### config.mk
export PLATFORM = sky130hd
export DESIGN_NAME = uart_mmio_flat
export DESIGN_NICKNAME = d
export VERILOG_FILES = /design/src/rtl/uart_mmio_if.sv /design/src/rtl/uart_mmio.sv /design/src/flat_wrapper.sv
export SDC_FILE = /design/constraint.sdc
export NUM_CORES = 1
export LEC_CHECK = 0
export BUFFER_PORTS_ARGS = -buffer_cell sky130_fd_sc_hd__buf_4
export CAP_MARGIN = 30
export CORE_MARGIN = 4
export CORE_UTILIZATION = 40
export CTS_BUF_LIST = sky130_fd_sc_hd__clkbuf_16
export DETAILED_ROUTE_END_ITERATION = 8
export GPL_TIMING_DRIVEN = 0
export HOLD_SLACK_MARGIN = 0.1
export PLACE_DENSITY_LB_ADDON = 0.08
export SYNTH_ARGS = -nofsm -noshare
export SYNTH_HDL_FRONTEND = slang
export SYNTH_SLANG_ARGS = --single-unit
### constraint.sdc
create_clock -name clk -period 1.94 [get_ports clk]
set_clock_uncertainty 0.1 [all_clocks]
set_input_delay 0.291 -clock clk [delete_from_list [all_inputs] [get_ports clk]]
set_output_delay 0.291 -clock clk [all_outputs]
set_load 0.01 [all_outputs]
### src/rtl/uart_mmio_if.sv
// Core data-bus port bundle (mem_*) shared by the console UART and the bus master driving it.
interface uart_mmio_if;
  logic        mem_valid;
  logic        mem_write;
  logic [3:0]  mem_wmask;
  logic [31:0] mem_wdata;
  logic [31:0] mem_addr;
  logic [31:0] rdata;

  modport master (
    output mem_valid, mem_write, mem_wmask, mem_wdata, mem_addr,
    input  rdata
  );

  modport slave (
    input  mem_valid, mem_write, mem_wmask, mem_wdata, mem_addr,
    output rdata
  );
endinterface

### src/rtl/uart_mmio.sv
// Memory-mapped 8N1 console UART: DATA at BASE_ADDR, STATUS at BASE_ADDR+0x10.
// TX shifter, oversampled-by-count RX with one-byte holding register, sticky flags.
module uart_mmio #(
  parameter logic [31:0] BASE_ADDR = 32'h7000_0000,
  parameter int          CLK_DIV   = 868
) (
  input  logic        clk,
  input  logic        rstn,
  uart_mmio_if.slave  bus,
  input  logic        rx,
  output logic        tx
);

  localparam logic [15:0] DIV_LAST_C  = 16'(CLK_DIV - 1);
  localparam logic [15:0] HALF_LAST_C = 16'(CLK_DIV / 2 - 1);
  localparam logic [31:0] STAT_ADDR_C = BASE_ADDR + 32'h0000_0010;

  typedef enum logic [1:0] {TX_IDLE = 2'd0, TX_START = 2'd1, TX_DATA = 2'd2, TX_STOP = 2'd3} tx_state_t;
  typedef enum logic [2:0] {RX_IDLE = 3'd0, RX_START = 3'd1, RX_DATA = 3'd2, RX_STOP = 3'd3,
                            RX_WAIT_HIGH = 3'd4} rx_state_t;

  tx_state_t   tx_state_r, tx_state_n;
  logic [15:0] tx_cnt_r, tx_cnt_n;
  logic [2:0]  tx_bit_r, tx_bit_n;
  logic [7:0]  tx_shift_r, tx_shift_n;
  logic        tx_r, tx_n;

  rx_state_t   rx_state_r, rx_state_n;
  logic [15:0] rx_cnt_r, rx_cnt_n;
  logic [2:0]  rx_bit_r, rx_bit_n;
  logic [7:0]  rx_shift_r, rx_shift_n;
  logic        rx_meta_r, rx_sync_r;
  logic        rx_done_s, rx_ferr_s;

  logic [7:0]  rx_data_r;
  logic        rx_valid_r, overrun_r, frame_err_r;
  logic [31:0] rdata_r;

  logic rd_s, wr_s, data_sel_s, stat_sel_s, data_rd_s;
  logic tx_ready_s, tx_go_s, tx_last_s, rx_last_s, ferr_clr_s;
  logic [31:0] status_s;
  logic unused_bits_s;

  assign rd_s       = bus.mem_valid & ~bus.mem_write;
  assign wr_s       = bus.mem_valid & bus.mem_write;
  assign data_sel_s = (bus.mem_addr == BASE_ADDR);
  assign stat_sel_s = (bus.mem_addr == STAT_ADDR_C);
  assign data_rd_s  = rd_s & data_sel_s;
  assign tx_ready_s = (tx_state_r == TX_IDLE);
  assign tx_go_s    = wr_s & data_sel_s & bus.mem_wmask[0] & tx_ready_s;
  assign ferr_clr_s = wr_s & stat_sel_s & bus.mem_wmask[0] & bus.mem_wdata[3];
  assign tx_last_s  = (tx_cnt_r == DIV_LAST_C);
  assign rx_last_s  = (rx_cnt_r == DIV_LAST_C);
  assign status_s   = {28'h0, frame_err_r, overrun_r, rx_valid_r, tx_ready_s};
  assign unused_bits_s = &{1'b0, bus.mem_wdata[31:8], bus.mem_wmask[3:1]};

  assign tx       = tx_r;
  assign bus.rdata = rdata_r;

  // TX next-state: tx is registered, so the start bit appears the cycle after acceptance
  always_comb begin
    tx_state_n = tx_state_r;
    tx_cnt_n   = tx_cnt_r;
    tx_bit_n   = tx_bit_r;
    tx_shift_n = tx_shift_r;
    tx_n       = tx_r;
    case (tx_state_r)
      TX_IDLE: begin
        tx_n     = 1'b1;
        tx_cnt_n = 16'd0;
        if (tx_go_s) begin
          tx_state_n = TX_START;
          tx_shift_n = bus.mem_wdata[7:0];
          tx_n       = 1'b0;
        end else begin
          tx_state_n = TX_IDLE;
        end
      end
      TX_START: begin
        if (tx_last_s) begin
          tx_state_n = TX_DATA;
          tx_cnt_n   = 16'd0;
          tx_bit_n   = 3'd0;
          tx_n       = tx_shift_r[0];
          tx_shift_n = {1'b0, tx_shift_r[7:1]};
        end else begin
          tx_cnt_n = tx_cnt_r + 16'd1;
        end
      end
      TX_DATA: begin
        if (tx_last_s) begin
          tx_cnt_n = 16'd0;
          if (tx_bit_r == 3'd7) begin
            tx_state_n = TX_STOP;
            tx_n       = 1'b1;
          end else begin
            tx_bit_n   = tx_bit_r + 3'd1;
            tx_n       = tx_shift_r[0];
            tx_shift_n = {1'b0, tx_shift_r[7:1]};
          end
        end else begin
          tx_cnt_n = tx_cnt_r + 16'd1;
        end
      end
      TX_STOP: begin
        if (tx_last_s) begin
          tx_state_n = TX_IDLE;
          tx_cnt_n   = 16'd0;
          tx_n       = 1'b1;
        end else begin
          tx_cnt_n = tx_cnt_r + 16'd1;
        end
      end
      default: begin
        tx_state_n = TX_IDLE;
        tx_cnt_n   = 16'd0;
        tx_n       = 1'b1;
      end
    endcase
  end

  // TX state register
  always_ff @(posedge clk or negedge rstn) begin
    if (!rstn) begin
      tx_state_r <= TX_IDLE;
      tx_cnt_r   <= 16'd0;
      tx_bit_r   <= 3'd0;
      tx_shift_r <= 8'd0;
      tx_r       <= 1'b1;
    end else begin
      tx_state_r <= tx_state_n;
      tx_cnt_r   <= tx_cnt_n;
      tx_bit_r   <= tx_bit_n;
      tx_shift_r <= tx_shift_n;
      tx_r       <= tx_n;
    end
  end

  // RX next-state: half-bit wait to mid start bit, then one sample per bit period
  always_comb begin
    rx_state_n = rx_state_r;
    rx_cnt_n   = rx_cnt_r;
    rx_bit_n   = rx_bit_r;
    rx_shift_n = rx_shift_r;
    rx_done_s  = 1'b0;
    rx_ferr_s  = 1'b0;
    case (rx_state_r)
      RX_IDLE: begin
        rx_cnt_n = 16'd0;
        rx_bit_n = 3'd0;
        if (!rx_sync_r) rx_state_n = RX_START;
        else            rx_state_n = RX_IDLE;
      end
      RX_START: begin
        if (rx_cnt_r == HALF_LAST_C) begin
          rx_cnt_n = 16'd0;
          if (rx_sync_r) rx_state_n = RX_IDLE;
          else           rx_state_n = RX_DATA;
        end else begin
          rx_cnt_n = rx_cnt_r + 16'd1;
        end
      end
      RX_DATA: begin
        if (rx_last_s) begin
          rx_cnt_n   = 16'd0;
          rx_shift_n = {rx_sync_r, rx_shift_r[7:1]};
          if (rx_bit_r == 3'd7) rx_state_n = RX_STOP;
          else                  rx_bit_n   = rx_bit_r + 3'd1;
        end else begin
          rx_cnt_n = rx_cnt_r + 16'd1;
        end
      end
      RX_STOP: begin
        if (rx_last_s) begin
          rx_cnt_n = 16'd0;
          if (rx_sync_r) begin
            rx_done_s  = 1'b1;
            rx_state_n = RX_IDLE;
          end else begin
            rx_ferr_s  = 1'b1;
            rx_state_n = RX_WAIT_HIGH;
          end
        end else begin
          rx_cnt_n = rx_cnt_r + 16'd1;
        end
      end
      RX_WAIT_HIGH: begin
        if (rx_sync_r) rx_state_n = RX_IDLE;
        else           rx_state_n = RX_WAIT_HIGH;
      end
      default: begin
        rx_state_n = RX_IDLE;
        rx_cnt_n   = 16'd0;
      end
    endcase
  end

  // RX synchronizer and state register
  always_ff @(posedge clk or negedge rstn) begin
    if (!rstn) begin
      rx_meta_r  <= 1'b1;
      rx_sync_r  <= 1'b1;
      rx_state_r <= RX_IDLE;
      rx_cnt_r   <= 16'd0;
      rx_bit_r   <= 3'd0;
      rx_shift_r <= 8'd0;
    end else begin
      rx_meta_r  <= rx;
      rx_sync_r  <= rx_meta_r;
      rx_state_r <= rx_state_n;
      rx_cnt_r   <= rx_cnt_n;
      rx_bit_r   <= rx_bit_n;
      rx_shift_r <= rx_shift_n;
    end
  end

  // Read data, holding register and flags; reads see the pre-edge values
  always_ff @(posedge clk or negedge rstn) begin
    if (!rstn) begin
      rdata_r     <= 32'h0;
      rx_data_r   <= 8'h00;
      rx_valid_r  <= 1'b0;
      overrun_r   <= 1'b0;
      frame_err_r <= 1'b0;
    end else begin
      if (rd_s) begin
        if (data_sel_s)      rdata_r <= {24'h0, rx_data_r};
        else if (stat_sel_s) rdata_r <= status_s;
        else                 rdata_r <= 32'h0;
      end
      if (rx_done_s) begin
        rx_data_r  <= rx_shift_r;
        rx_valid_r <= 1'b1;
        overrun_r  <= data_rd_s ? 1'b0 : (overrun_r | rx_valid_r);
      end else if (data_rd_s) begin
        rx_valid_r <= 1'b0;
        overrun_r  <= 1'b0;
      end
      if (rx_ferr_s)       frame_err_r <= 1'b1;
      else if (ferr_clr_s) frame_err_r <= 1'b0;
    end
  end

endmodule
### src/flat_wrapper.sv
// flat-port wrapper written by rule: the top's interface ports become plain ports
module uart_mmio_flat 
#(
  parameter logic [31:0] BASE_ADDR = 32'h7000_0000,
  parameter int          CLK_DIV   = 868
)
  (clk, rstn, rx, tx, bus_mem_valid, bus_mem_write, bus_mem_wmask, bus_mem_wdata, bus_mem_addr, bus_rdata);
  uart_mmio_if bus_i ();
  input  logic clk;
  input  logic rstn;
  input  logic rx;
  output logic tx;
  input wire logic [$bits(bus_i.mem_valid)-1:0] bus_mem_valid;
  input wire logic [$bits(bus_i.mem_write)-1:0] bus_mem_write;
  input wire logic [$bits(bus_i.mem_wmask)-1:0] bus_mem_wmask;
  input wire logic [$bits(bus_i.mem_wdata)-1:0] bus_mem_wdata;
  input wire logic [$bits(bus_i.mem_addr)-1:0] bus_mem_addr;
  output wire logic [$bits(bus_i.rdata)-1:0] bus_rdata;
  assign bus_i.mem_valid = bus_mem_valid;
  assign bus_i.mem_write = bus_mem_write;
  assign bus_i.mem_wmask = bus_mem_wmask;
  assign bus_i.mem_wdata = bus_mem_wdata;
  assign bus_i.mem_addr = bus_mem_addr;
  assign bus_rdata = bus_i.rdata;
  uart_mmio #(.BASE_ADDR(BASE_ADDR), .CLK_DIV(CLK_DIV)) u_core (.clk(clk), .rstn(rstn), .bus(bus_i), .rx(rx), .tx(tx));
endmodule
# After elaboration in Yosys (flattened, before gate mapping)
# Cells that the tools add are included.
op_classes:
  n_addsub: 4
  eq_ne: 25
  n_mux: 51
  n_bitwise: 11
  n_reduce_logical: 16
op_table:
  columns: ["op", "n"]
  rows:
  - ["== test 32 x 31 -> 1 bit (second input constant)", 2]
  - ["two-way mux 16 bit", 3]
  - ["case mux 16 bit (3 select lines)", 1]
  - ["adder 16 x 1 -> 16 bit (second input constant)", 2]
  - ["== test 16 x 10 -> 1 bit (second input constant)", 2]
  - ["two-way mux 32 bit", 1]
  - ["two-way mux 8 bit", 4]
  - ["case mux 16 bit (2 select lines)", 1]
  - ["two-way mux 3 bit", 10]
  - ["case mux 8 bit (3 select lines)", 1]
  - ["two-way mux 1 bit", 19]
  - ["== test 16 x 9 -> 1 bit (second input constant)", 1]
  - ["!= test 2 x 1 -> 1 bit (second input constant)", 8]
  - ["case mux 3 bit (5 select lines)", 1]
  - ["case mux 3 bit (2 select lines)", 2]
  - ["AND reduction 4 bit", 3]
  - ["two-way mux 2 bit", 5]
  - ["AND 1 bit", 9]
  - ["== test 3 bit (second input constant)", 3]
  - ["case mux 2 bit (4 select lines)", 1]
  - ["nonzero test 2 bit", 4]
  - ["adder 3 x 1 -> 3 bit (second input constant)", 2]
  - ["== test 3 x 2 -> 1 bit (second input constant)", 2]
  - ["!= test 2 bit (second input constant)", 3]
  - ["15 further kinds", 17]
totals:
  register_bits: 105
  input_bits: 73
  out_inout_bits: 33

# Logic depth before layout (Yosys ltp)
# Gate-level depths: netlist of run 1.
logic_depth:
  word_depth: 6
  ltp_mapped: 8

# Worst setup path before layout of run 1
# OpenSTA, ideal clock, no wires.
synth_path:
  path_kind: "flip-flop to flip-flop"
  start: "reg u_core.tx_cnt_r[0]"
  end: "reg u_core.tx_shift_r[0]"
  setup_time_ps: 125
  arrival_ps: 1806
  required_ps: 1715
  setup_slack_ps: -92
  path_stages_with_launch: 8
  path_cell_list: "dfrtp_1 -> ha_1 -> and4b_1 -> nand4_2 -> a21oi_2 -> o22a_1 -> buf_6 -> mux2_4"
synth_between:
  elab_chain_len: 3
synth_rtl:
  columns: ["item", "line_no", "rtl"]
  rows:
  - ["from (decl)", "uart_mmio.sv:23", "logic [15:0] tx_cnt_r, tx_cnt_n;"]
  - ["from (signal assigned)", "uart_mmio.sv:132", "tx_cnt_r <= tx_cnt_n;"]
  - ["== test 16 x 10 -> 1 bit *", "uart_mmio.sv:52", "assign tx_last_s = (tx_cnt_r == DIV_LAST_C);"]
  - ["!= test 2 x 1 -> 1 bit (no source line)", null, null]
  - ["AND reduction 5 bit (no source line) *", null, null]
  - ["to (signal assigned)", "uart_mmio.sv:134", "tx_shift_r <= tx_shift_n;"]
  - ["to (decl)", "uart_mmio.sv:25", "logic [7:0] tx_shift_r, tx_shift_n;"]
# Every way passes the cells marked *; elsewhere a longest branch is shown, timed or not.
# A chain may end at the register's enable or synchronous reset.

# Final worst setup path of run 1
layout_path:
  start: "reg u_core.tx_cnt_r[1]"
  end: "reg u_core.tx_shift_r[5]"
# The elaborated chain is that of the path after synthesis.

==> impl_metrics.env, run 1 <==
export IMPL_outcome="complete, but fails checks"
export IMPL_violated_checks="setup timing"
export IMPL_drt_total_wl_um=9625
export IMPL_ff2ff_path_depth=7
export IMPL_dieArea_um2=12720
export IMPL_route_vias_total=3328
export IMPL_worstMarginPinSlew_ns=0.6925
export IMPL_setup_viol_count_final=9
export IMPL_coreArea_um2=10510
export IMPL_numPlacedInstances=622
export IMPL_grt_antenna_before_repair=0
export IMPL_chain_of_cells_forming_the_critical_path="ha_4 -> and4b_1 -> nand4_4 -> a21oi_4 -> o22a_1 -> buf_6 -> mux2_4"
export IMPL_setup_tns_ns=-0.1389
export IMPL_synth_top_flop_cell="sky130_fd_sc_hd__dfrtp_1"
export IMPL_firstDrtPassIters=4
export IMPL_finalCritPeriodShare_pct=101.4
export IMPL_hold_class="in -> reg"
export IMPL_worstHoldEndpoint="u_core.tx_shift_r[0]$_DFFE_PN0P_"
export IMPL_timing_hold_worst_path_depth=3
export IMPL_max_vdd_ir_drop_v=0.0005308
export IMPL_grt_first_pass_wirelength_um=15640
export IMPL_report_final_slew_viol_count=0
export IMPL_clock_fmax_ghz=0.5082
export IMPL_h_tree_depth=3
export IMPL_rr_startpoint="u_core.tx_cnt_r[1]$_DFF_PN0_"
export IMPL_max_clock_path_buffers=2
export IMPL_hold_viol_final=0
export IMPL_drt_iter0_markers=141
export IMPL_p_leak_nw=2.749
export IMPL_final_layout_size_suffix_gt1_share_pct=40.42
export IMPL_grt_setup_unrepaired="true"
export IMPL_rrSetupSlack_ns=-0.03
export IMPL_antenna_cells=0
export IMPL_timing_slew_headroom_pct=53.58
export IMPL_syn_to_final_growth_pct=34.44
export IMPL_worst_slack_ns=-0.02782
export IMPL_yosysUniqueCellTypes=61
export IMPL_fin_crit_ns=1.968
export IMPL_syn_instance_count=409
export IMPL_fillers=936
export IMPL_critPathCaptureType="register"
export IMPL_synth_edf_count=0
export IMPL_floorplan_io_pins=106
export IMPL_remaining_drc_errors=0
export IMPL_grt_start_max_net_pins=61
export IMPL_fp_row_count=37
export IMPL_path_class="reg -> reg"
export IMPL_portBuffers=53
export IMPL_tritoncts_clock_tree="done"
export IMPL_cts_clk_slew_worst_paths_ns=0.06
export IMPL_dp_final_hpwl_um=6508
export IMPL_first_global_vias=3308
export IMPL_grt_util_all_layers_pct=14.83
export IMPL_total_standard_cell_area_after_synthesis_um2=4392
export IMPL_slowest_stage="sky130_fd_sc_hd__dfrtp_1"
export IMPL_max_cap_violations=0
export IMPL_synthesis_area_per_instance_um2=10.74
export IMPL_nNetsFinal=607
export IMPL_die_w_um=112.8
export IMPL_startpoint="u_core.tx_cnt_r[1]$_DFF_PN0_"
export IMPL_yosysWarningCount=0
export IMPL_slowest_delay_ns=0.39
export IMPL_clock_latency_ns=0.34
export IMPL_numClockSinks=81
export IMPL_yosys_register_bits=81
export IMPL_dieHeight_um=112.8
export IMPL_postRouteAntennaNets=0
export IMPL_floorplan_initialDensity_pct=41.79
export IMPL_vias_per_cell=5.020
export IMPL_timing_critical_path_arrival_ns=2.09
export IMPL_crit_path_max_fanout=7
export IMPL_wire_per_inst_um=14.52
export IMPL_power_density_cell_area_nw_per_um2=612.1
export IMPL_async_flop_share_pct=100.0
export IMPL_cts_buffers_inserted=9
export IMPL_worst_min_path_start="bus_mem_wdata[0]"
export IMPL_fin_total_pwr_w=0.003614
export IMPL_ys_seq_area_share_pct=46.24
export IMPL_clock_root_buffer="sky130_fd_sc_hd__clkbuf_16"
export IMPL_layoutNonFillerInstCount=663
export IMPL_worst_r2r_endpoint="u_core.tx_shift_r[5]$_DFFE_PN0P_"
export IMPL_overflow=0
export IMPL_wp_data_required_ns=2.06
export IMPL_place_gp_congestion=0.7542
export IMPL_postLayoutCoreUtil_pct=56.19
export IMPL_critPathLaunchType="register"
## metal layers
| metal | part of all wire (%) | global-route usage, % | up-vias |
|---|---|---|---|
| met4 | 1.3 | 4.567 | 0 |
| met5 | 0 | 0 | - |
| li1 | - | - | 1649 |
| met3 | 3.7 | 4.064 | 11 |
| met1 | 46 | 19.57 | 1619 |
| met2 | 49 | 23.82 | 49 |
## flip-flops by register name (all words and copies together) (netlist names), 2 cells and up
name and cells:
u_core.rx_cnt_r 16, u_core.tx_cnt_r 16, u_core.bus.rdata 8, u_core.rx_data_r 8
u_core.rx_shift_r 8, u_core.tx_shift_r 8, u_core.rx_bit_r 3, u_core.rx_state_r 3
u_core.tx_bit_r 3, u_core.tx_state_r 2
## worst max-delay path, delay by kind of cell (launching register included)
kind / cells / cell delay [ns]
flops: 1 / 0.39
simple gates: 2 / 0.39
compound gates: 2 / 0.34
mux: 1 / 0.30
fa+ha+maj: 1 / 0.17
buf+inv: 1 / 0.15
## report_power, final
group | internal (W) | switching [W] | total, W
Sequential | 0.00169 | 0.00000406 | 0.00170
Clock | 0.00101 | 0.000717 | 0.00172
Combinational | 0.000104 | 0.0000879 | 0.000192
## kinds of logic (layout without fill, tap and decap cells)
logic type | Yosys count | after routing | synth area share (%)
AND/OR/NAND/NOR | 147 | 148 | 19.89
other | 1 | 24 | 0.08539
adder cells (fa/ha/maj) | 12 | 12 | 3.419
XOR/XNOR | 21 | 21 | 4.188
AO/OA/AOI/OAI | 56 | 56 | 9.003
buffers and inverters | 52 | 146 | 6.752
flip-flops | 81 | 81 | 46.24
multiplexers | 39 | 39 | 10.43
## cell usage after synthesis, drive strengths merged, types with 2 or more instances
| library cell | number | share of area, % |
|---|---|---|
| buf | 28 | 4.7 |
| dfstp | 3 | 1.8 |
| xnor2 | 10 | 2.0 |
| mux2 | 33 | 9.1 |
| nor2b | 3 | 0.43 |
| mux2i | 6 | 1.4 |
| nor4 | 8 | 1.9 |
| and3 | 5 | 0.71 |
| or3 | 2 | 0.40 |
| nor2 | 42 | 3.6 |
| nor3 | 10 | 1.4 |
| or2 | 2 | 0.29 |
| a211oi | 2 | 0.34 |
| inv | 16 | 1.4 |
| a22o | 16 | 3.2 |
| nor4bb | 2 | 0.60 |
| a21oi | 6 | 0.77 |
| o21ai | 15 | 1.7 |
| xor2 | 11 | 2.2 |
| o31ai | 2 | 0.46 |
| clkbuf | 8 | 0.68 |
| ha | 12 | 3.4 |
| nand3 | 17 | 2.2 |
| and4 | 5 | 1.0 |
| nand2b | 3 | 0.43 |
| nand2 | 21 | 1.8 |
| and2 | 3 | 0.43 |
| dfrtp | 78 | 44 |
| a31oi | 4 | 0.57 |
| nand4 | 16 | 2.4 |
| o22ai | 4 | 0.57 |
| nor4b | 3 | 1.1 |
| and4bb | 2 | 0.57 |
## through the flow
step / instance area, um^2 / worst slack, ns / hold slack, ns
2_1_floorplan: 4538 / -0.02374 / -0.1046
3_3_place_gp: 5106 / -0.3124 / 0.2467
3_5_place_dp: 5134 / -0.2950 / 0.1175
4_1_cts: 5662 / -0.05804 / 0.2013
5_1_grt: 5904 / -0.1168 / 0.2126
6_report: 5904 / -0.02782 / 0.2121
## worst max path at each step
stage / end / slack, ns / cells past startpoint
2_1_floorplan: u_core.tx_shift_r[0]$_DFFE_PN0P_ / -0.02 / 7
3_3_place_gp: u_core.tx_shift_r[2]$_DFFE_PN0P_ / -0.31 / 7
3_5_place_dp: u_core.tx_shift_r[5]$_DFFE_PN0P_ / -0.30 / 7
4_1_cts: u_core.tx_shift_r[5]$_DFFE_PN0P_ / -0.06 / 6
5_1_grt: u_core.tx_shift_r[5]$_DFFE_PN0P_ / -0.12 / 7
6_report: u_core.tx_shift_r[5]$_DFFE_PN0P_ / -0.03 / 7
## placed cells by master (no fill, tap or decap), types with 4 or more instances in the layout
cell / synthesis / final
sky130_fd_sc_hd__a22o_1: 16 / 15
sky130_fd_sc_hd__o21ai_1: 4 / 7
sky130_fd_sc_hd__mux2_2: 26 / 16
sky130_fd_sc_hd__nand3_1: 15 / 15
sky130_fd_sc_hd__dfrtp_2: 0 / 8
sky130_fd_sc_hd__mux2_4: 7 / 17
sky130_fd_sc_hd__nor3_2: 0 / 4
sky130_fd_sc_hd__nor3_1: 9 / 5
sky130_fd_sc_hd__inv_1: 16 / 13
sky130_fd_sc_hd__o22ai_1: 4 / 4
sky130_fd_sc_hd__ha_1: 12 / 7
sky130_fd_sc_hd__buf_4: 24 / 100
sky130_fd_sc_hd__nand2_1: 21 / 20
sky130_fd_sc_hd__conb_1: 1 / 24
sky130_fd_sc_hd__mux2i_1: 6 / 6
sky130_fd_sc_hd__nor2_1: 41 / 40
sky130_fd_sc_hd__clkbuf_1: 8 / 4
sky130_fd_sc_hd__nand4_1: 15 / 15
sky130_fd_sc_hd__a21oi_1: 5 / 4
sky130_fd_sc_hd__o21ai_0: 11 / 7
sky130_fd_sc_hd__dfrtp_1: 78 / 70
sky130_fd_sc_hd__xnor2_1: 10 / 10
sky130_fd_sc_hd__clkbuf_16: 0 / 9
sky130_fd_sc_hd__and4_1: 5 / 5
sky130_fd_sc_hd__xor2_1: 11 / 11
sky130_fd_sc_hd__ha_4: 0 / 4
## final cells by class
class | instances | area (um^2) | area share [%]
tap | 136 | 170.2 | 2.882
sequential | 81 | 2041 | 34.56
timing repair buffer | 80 | 645.6 | 10.93
clock buffer | 9 | 225.2 | 3.814
clock inverter | 7 | 76.32 | 1.293
buffer | 34 | 240.2 | 4.069
inverter | 16 | 60.06 | 1.017
multi-input combinational | 300 | 2446 | 41.43
## timing repair
| item | CTS | global route |
|---|---|---|
| endpoints found under the hold margin | 22 | 0 |
| pin swaps | 9 | 13 |
| setup endpoints to repair | 52 | 50 |
| cloned | 0 | 1 |
| resized for setup | 18 | 42 |
| hold buffers | 2 | 0 |
| setup buffers | 15 | 10 |
No activity file was read; power rests on OpenSTA's default activity.
==> run 2, diff against run 1 <==
ABC_AREA = 1   (was unset)
==> run 2 against run 1 <==
  * The flow now finishes without violations
  * Register-to-register slack better by 0.20 ns
  * Synthesized area up 5.9%
  * Clock-buffer cell count is the same
  * Fmax rose by 11%
  * Worst hold slack got worse by 0.053 ns
==> impl_metrics.env, run 2 <==
export IMPL_synth_top_cell_by_area="sky130_fd_sc_hd__dfrtp_1"
export IMPL_power_switching_w=0.0007963
export IMPL_fin_total_pwr_w=0.003723
export IMPL_rrSetupSlack_ns=0.17
export IMPL_numPlacedInstances=818
export IMPL_synth_top_flop_cell="sky130_fd_sc_hd__dfrtp_1"
export IMPL_p_leak_nw=2.941
export IMPL_synth_cells_most_frequent="158 x sky130_fd_sc_hd__nand2_1, 78 x sky130_fd_sc_hd__dfrtp_1, 77 x sky130_fd_sc_hd__inv_1"
export IMPL_slowest_delay_ns=0.40
export IMPL_syn_instance_count=597
export IMPL_route_vias_total=3880
export IMPL_dieHeight_um=115.8
export IMPL_critPathCaptureType="register"
export IMPL_yosysMostFrequentCell="sky130_fd_sc_hd__nand2_1"
export IMPL_power_density_cell_area_nw_per_um2=654.0
export IMPL_coreArea_um2=11420
export IMPL_internal_power_w=0.002927
export IMPL_overflow=0
export IMPL_grt_start_max_net_pins=69
export IMPL_placed_cell_area_um2=5349
export IMPL_clock_root_buffer="sky130_fd_sc_hd__clkbuf_16"
export IMPL_cts_clk_slew_worst_paths_ns=0.06
export IMPL_synth_edf_count=0
export IMPL_setup_tns_ns=0
export IMPL_grt_first_pass_wirelength_um=16750
export IMPL_fp_row_count=39
export IMPL_grt_setup_unrepaired="false"
export IMPL_async_flop_share_pct=100.0
export IMPL_dp_final_hpwl_um=7375
export IMPL_worst_slack_ns=0.1696
export IMPL_report_final_slew_viol_count=0
export IMPL_crit_path_max_fanout=10
export IMPL_critPathLaunchType="register"
export IMPL_hold_class="in -> reg"
export IMPL_crit_path_frequent_cell="sky130_fd_sc_hd__nand2_1"
export IMPL_clock_latency_ns=0.34
export IMPL_commonest_non_fill_non_tap_cell_in_the_layout="sky130_fd_sc_hd__nand2_1"
export IMPL_yosys_area_top_type_share_pct=41.97
export IMPL_largest_registers="u_core.rx_cnt_r: 16 flops, u_core.tx_cnt_r: 16 flops"
export IMPL_nNetsFinal=773
export IMPL_startpoint="u_core.tx_bit_r[0]$_DFFE_PN0P_"
export IMPL_yosysUniqueCellTypes=40
export IMPL_layoutNonFillerInstCount=836
export IMPL_synthesis_area_per_instance_um2=7.790
export IMPL_fin_crit_ns=1.770
export IMPL_synth_area_top_cells="sky130_fd_sc_hd__dfrtp_1 42%, sky130_fd_sc_hd__nand2_1 13%, sky130_fd_sc_hd__inv_1 6.2%"
export IMPL_post_cts_resize_count=0
export IMPL_power_share_combinational_pct=5.7
export IMPL_setup_viol_count_final=0
export IMPL_finish_instance_area_um2=5693
export IMPL_outcome="complete, no violations"
export IMPL_dieArea_um2=13420
export IMPL_rr_startpoint="u_core.tx_bit_r[0]$_DFFE_PN0P_"
export IMPL_path_class="reg -> reg"
export IMPL_total_standard_cell_area_after_synthesis_um2=4651
export IMPL_tritoncts_clock_tree="done"
export IMPL_finalCritPeriodShare_pct=91.26
export IMPL_place_gp_congestion=0.8734
export IMPL_h_tree_depth=3
export IMPL_grt_antenna_before_repair=0
export IMPL_hold_viol_final=0
export IMPL_layout_common_cells="158 x sky130_fd_sc_hd__nand2_1, 79 x sky130_fd_sc_hd__buf_4, 78 x sky130_fd_sc_hd__dfrtp_1"
export IMPL_drt_iter0_markers=173
export IMPL_drt_total_wl_um=9747
export IMPL_max_cap_violations=0
export IMPL_first_global_vias=3628
export IMPL_die_w_um=115.8
export IMPL_ys_seq_area_share_pct=43.66
export IMPL_final_layout_size_suffix_gt1_share_pct=21.36
export IMPL_clock_power_share_pct=48.8
export IMPL_wp_data_required_ns=2.07
export IMPL_worst_r2r_endpoint="u_core.tx_shift_r[3]$_DFFE_PN0P_"
export IMPL_antenna_cells=0
export IMPL_firstDrtPassIters=4
export IMPL_wire_per_inst_um=11.66
export IMPL_max_clock_path_buffers=2
export IMPL_chain_of_cells_forming_the_critical_path="ha_1 -> ha_1 -> nand2_1 -> inv_1 -> o21ai_4 -> nand2_4 -> nand2_1 -> nand2_1"
export IMPL_netSwitchingFraction_pct=21.39
export IMPL_remaining_drc_errors=0
export IMPL_postRouteAntennaNets=0
export IMPL_clock_fmax_ghz=0.5648
export IMPL_grt_util_all_layers_pct=15.67
export IMPL_yosysWarningCount=0
export IMPL_slowest_stage="sky130_fd_sc_hd__dfrtp_1"
export IMPL_timing_critical_path_to="u_core.tx_shift_r[3]$_DFFE_PN0P_"
export IMPL_ff2ff_path_depth=8
export IMPL_timing_critical_path_arrival_ns=1.90
export IMPL_power_frac_seq_pct=45.5
export IMPL_portBuffers=54
export IMPL_cts_buffers_inserted=9
export IMPL_numClockSinks=81
export IMPL_floorplan_initialDensity_pct=40.73
export IMPL_floorplan_io_pins=106
export IMPL_syn_to_final_growth_pct=22.41
export IMPL_max_vdd_ir_drop_v=0.0004951
export IMPL_post_place_ws_ns=0.04494
export IMPL_yosys_register_bits=81
export IMPL_vias_per_cell=4.641
run 2: cell types whose count changed after synthesis, moves of 16 or more:
cell	previous run	this run
sky130_fd_sc_hd__nand2_1	21	158
sky130_fd_sc_hd__nor2_1	41	66
sky130_fd_sc_hd__mux2_2	26	0
sky130_fd_sc_hd__nand3_1	15	48
sky130_fd_sc_hd__inv_1	16	77
sky130_fd_sc_hd__a22o_1	16	0
run 2: final cells by class:
class,count,area [um^2]
timing repair buffer,58,460.4
fill,1135,5725
sequential,81,2031
clock buffer,9,225.2
clock inverter,7,95.09
inverter,84,317.8
buffer,28,211.5
multi-input combinational,426,2173
tap,143,178.9
run 2: cells by family after synthesis:
| family | synth area share (%) |
|---|---|
| AO/OA/AOI/OAI | 6.618 |
| XOR/XNOR | 2.448 |
| adder cells (fa/ha/maj) | 3.228 |
| buffers and inverters | 11.46 |
| flip-flops | 43.66 |
| other | 0.08063 |
| AND/OR/NAND/NOR | 32.50 |
run 2: power groups by stage:
stage / logic [W] / registers, W / clock network (W)
2_1_floorplan: 0.0000868 / 0.00173 / 0
3_3_place_gp: 0.000200 / 0.00173 / 0
3_5_place_dp: 0.000211 / 0.00173 / 0
4_1_cts: 0.000214 / 0.00169 / 0.00189
5_1_grt: 0.000238 / 0.00169 / 0.00196
6_report: 0.000211 / 0.00170 / 0.00182
run 2: how the worst min path moves through the flow:
| stage | startpoint | to | slack [ns] | cells past startpoint |
|---|---|---|---|---|
| after floorplan | rstn | u_core.bus.rdata[0]$_DFFE_PN0P_ | -0.10 | 0 |
| after global placement | u_core.rx_meta_r$_DFF_PN1_ | u_core.rx_sync_r$_DFF_PN1_ | 0.25 | 0 |
| after detailed placement | rstn | u_core.tx_state_r[0]$_DFFE_PN0P_ | 0.07 | 1 |
| after CTS | bus_mem_wdata[3] | u_core.frame_err_r$_DFFE_PN0P_ | 0.14 | 4 |
| after global routing | bus_mem_wdata[3] | u_core.frame_err_r$_DFFE_PN0P_ | 0.18 | 4 |
| final | bus_mem_wdata[3] | u_core.frame_err_r$_DFFE_PN0P_ | 0.16 | 4 |
run 2: what timing repair did:
action	4_1_cts	5_1_grt
hold buffers	2	0
hold endpoints to repair	80	0
setup endpoints to repair	0	9
buffers inserted	0	1
run 2: stage by stage:
stage                     hold WS (ns)  utilization, %
after CTS                       0.1398           49.82
after global placement          0.2456           46.60
after detailed placement       0.07339           46.84
final                           0.1592           49.86
after floorplan                -0.1046               -
after global routing            0.1757           49.86
run 2: critical path: cells and delay by family, from the launching register on:
kind | cells | cell delay, ns
DFF | 1 | 0.40
and+or+nand+nor | 4 | 0.36
AOI/OAI and AO/OA | 1 | 0.33
buffers and inverters | 1 | 0.08
adders and majority gates | 2 | 0.41
run 2: routing by layer:
metal	part of all wire (%)	vias to the layer above	global-route usage, %
met4	1.6	0	5.336
met1	46	1772	20.67
li1	-	2018	-
met3	5.3	11	4.125
met2	47	79	25.12
met5	0	-	0
==> run 3, diff against run 2 <==
CELL_PAD_IN_SITES_DETAIL_PLACEMENT = 0   (was unset)
CELL_PAD_IN_SITES_GLOBAL_PLACEMENT = 2   (was unset)
CORE_UTILIZATION = 28   (was 40)
==> run 3 against run 2 <==
  * Utilization shrank 14 points
  * Cell area grew 1.0%
  * Clock power shrank 8%
  * Die area grew 40%
  * Critical endpoint is now u_core.rx_cnt_r[12]$_DFFE_PN0P_
  * Largest power group is now sequential cells
==> impl_metrics.env, run 3 (synthesis results as in run 2) <==
export IMPL_clock_root_buffer="sky130_fd_sc_hd__clkbuf_16"
export IMPL_setup_tns_ns=0
export IMPL_startpoint="u_core.rx_cnt_r[0]$_DFFE_PN0P_"
export IMPL_wirelength_met1_um=5104
export IMPL_numPlacedInstances=891
export IMPL_wire_per_inst_um=12.11
export IMPL_final_layout_size_suffix_gt1_share_pct=21.50
export IMPL_floorplan_io_pins=106
export IMPL_drt_iter0_markers=133
export IMPL_crit_path_frequent_cell="sky130_fd_sc_hd__nand2_2"
export IMPL_grt_antenna_before_repair=0
export IMPL_report_final_slew_viol_count=0
export IMPL_place_gp_congestion=0.7919
export IMPL_hold_class="in -> reg"
export IMPL_outcome="complete, no violations"
export IMPL_max_clock_path_buffers=2
export IMPL_fin_crit_ns=1.815
export IMPL_timing_critical_path_arrival_ns=1.94
export IMPL_rr_startpoint="u_core.rx_cnt_r[0]$_DFFE_PN0P_"
export IMPL_layoutNonFillerInstCount=909
export IMPL_layout_common_cells="158 x sky130_fd_sc_hd__nand2_1, 79 x sky130_fd_sc_hd__buf_4, 78 x sky130_fd_sc_hd__dfrtp_1"
export IMPL_portBuffers=54
export IMPL_worst_min_path_start="bus_mem_wdata[2]"
export IMPL_slowest_delay_ns=0.41
export IMPL_grt_first_pass_wirelength_um=18560
export IMPL_max_cap_violations=0
export IMPL_met2RoutedLength_um=5413
export IMPL_path_class="reg -> reg"
export IMPL_die_w_um=136.9
export IMPL_clock_power_share_pct=46.7
export IMPL_worst_slack_ns=0.1255
export IMPL_internal_power_w=0.002692
export IMPL_dieArea_um2=18740
export IMPL_cts_clk_slew_worst_paths_ns=0.07
export IMPL_power_density_cell_area_nw_per_um2=620.5
export IMPL_grt_start_max_net_pins=62
export IMPL_grt_setup_unrepaired="false"
export IMPL_vias_per_cell=4.204
export IMPL_detailed_routed_wire_length_on_met3_um=379
export IMPL_power_frac_seq_pct=47.5
export IMPL_setup_viol_count_final=0
export IMPL_dieHeight_um=136.9
export IMPL_nNetsFinal=773
export IMPL_critPathLaunchType="register"
export IMPL_tritoncts_clock_tree="done"
export IMPL_power_switching_w=0.0008771
export IMPL_crit_path_max_fanout=8
export IMPL_floorplan_initialDensity_pct=28.96
export IMPL_chain_of_cells_forming_the_critical_path="ha_1 -> nand3_1 -> nor3_2 -> nand2_2 -> nand2_2 -> nand2_2 -> nor2_4 -> nor2_1"
export IMPL_hold_viol_final=0
export IMPL_grt_util_all_layers_pct=12.56
export IMPL_numClockSinks=81
export IMPL_critPathCaptureType="register"
export IMPL_cts_buffers_inserted=9
export IMPL_syn_to_final_growth_pct=23.68
export IMPL_fp_row_count=46
export IMPL_firstDrtPassIters=4
export IMPL_wp_data_required_ns=2.06
export IMPL_power_share_combinational_pct=5.9
export IMPL_finalCritPeriodShare_pct=93.53
export IMPL_h_tree_depth=3
export IMPL_netSwitchingFraction_pct=24.57
export IMPL_overflow=0
export IMPL_largest_registers="u_core.rx_cnt_r: 16 flops, u_core.tx_cnt_r: 16 flops"
export IMPL_postRouteAntennaNets=0
export IMPL_post_place_ws_ns=-0.05144
export IMPL_coreArea_um2=16060
export IMPL_dp_final_hpwl_um=8384
export IMPL_antenna_cells=0
export IMPL_commonest_non_fill_non_tap_cell_in_the_layout="sky130_fd_sc_hd__nand2_1"
export IMPL_max_vdd_ir_drop_v=0.0004519
export IMPL_route_vias_total=3821
export IMPL_remaining_drc_errors=0
export IMPL_highest_layer="met4"
export IMPL_clock_latency_ns=0.35
export IMPL_first_global_vias=3817
export IMPL_drt_total_wl_um=11010
export IMPL_p_leak_nw=2.927
export IMPL_slowest_stage="sky130_fd_sc_hd__dfrtp_1"
export IMPL_clock_fmax_ghz=0.5511
==> run 3: worst paths after layout <==
kind	to	slack, ns	cells after the start
setup / recovery	u_core.rx_cnt_r[12]$_DFFE_PN0P_	0.13	8
hold / removal	u_core.tx_shift_r[2]$_DFFE_PN0P_	0.17	5
setup reg to reg	u_core.rx_cnt_r[12]$_DFFE_PN0P_	0.13	8
hold reg to reg	u_core.rx_sync_r$_DFF_PN1_	0.26	0
max in group asynchronous	u_core.rx_sync_r$_DFF_PN1_	0.80	3
min in group asynchronous	u_core.tx_shift_r[7]$_DFFE_PN0P_	0.29	2
==> run 3: final cells by class <==
cell class / count / area [um^2]
buffer: 28 / 211.5
clock buffer: 9 / 225.2
clock inverter: 7 / 60.06
fill: 1733 / 10310
inverter: 84 / 317.8
multi-input combinational: 426 / 2176
sequential: 81 / 2031
tap: 216 / 270.3
timing repair buffer: 58 / 460.4
==> run 3: stage by stage <==
| stage | hold slack [ns] | utilization [%] | total power, W | cell area, um^2 |
|---|---|---|---|---|
| 3_3_place_gp | 0.2459 | 33.71 | 0.001925 | 5413 |
| 5_1_grt | 0.1786 | 35.82 | 0.003736 | 5752 |
| 2_1_floorplan | -0.1046 | - | 0.001813 | 4737 |
| 3_5_place_dp | 0.1144 | 33.88 | 0.001934 | 5440 |
| 6_report | 0.1656 | 35.82 | 0.003569 | 5752 |
| 4_1_cts | 0.1525 | 35.76 | 0.003648 | 5742 |
==> run 3: layer usage <==
metal  track usage [%]  vias to the layer above
met1             16.10                     1755
met2             21.08                       44
met4             2.993                        0
met5                 0                        -
met3             3.456                       10
li1                  -                     2012
==> run 3: what timing repair did <==
item	in CTS	in global routing
pin swaps	0	1
gates resized for setup	0	1
endpoints found under the hold margin	21	0
buffers inserted	0	1
hold buffers	2	0
endpoints found under the setup margin	8	9
==> run 3: worst max-delay path, delay by kind of cell, from the launching register on <==
kind,cells,cell delay (ns)
DFF,1,0.41
adders and majority gates,1,0.22
and+or+nand+nor,7,0.96
==> run 3: power by group through the flow <==
stage / Combinational [W] / Clock (W) / Sequential, W
after floorplan: 0.0000868 / 0 / 0.00173
after global placement: 0.000200 / 0 / 0.00173
after detailed placement: 0.000208 / 0 / 0.00173
after CTS: 0.000211 / 0.00174 / 0.00169
after global routing: 0.000237 / 0.00181 / 0.00169
final: 0.000210 / 0.00167 / 0.00169
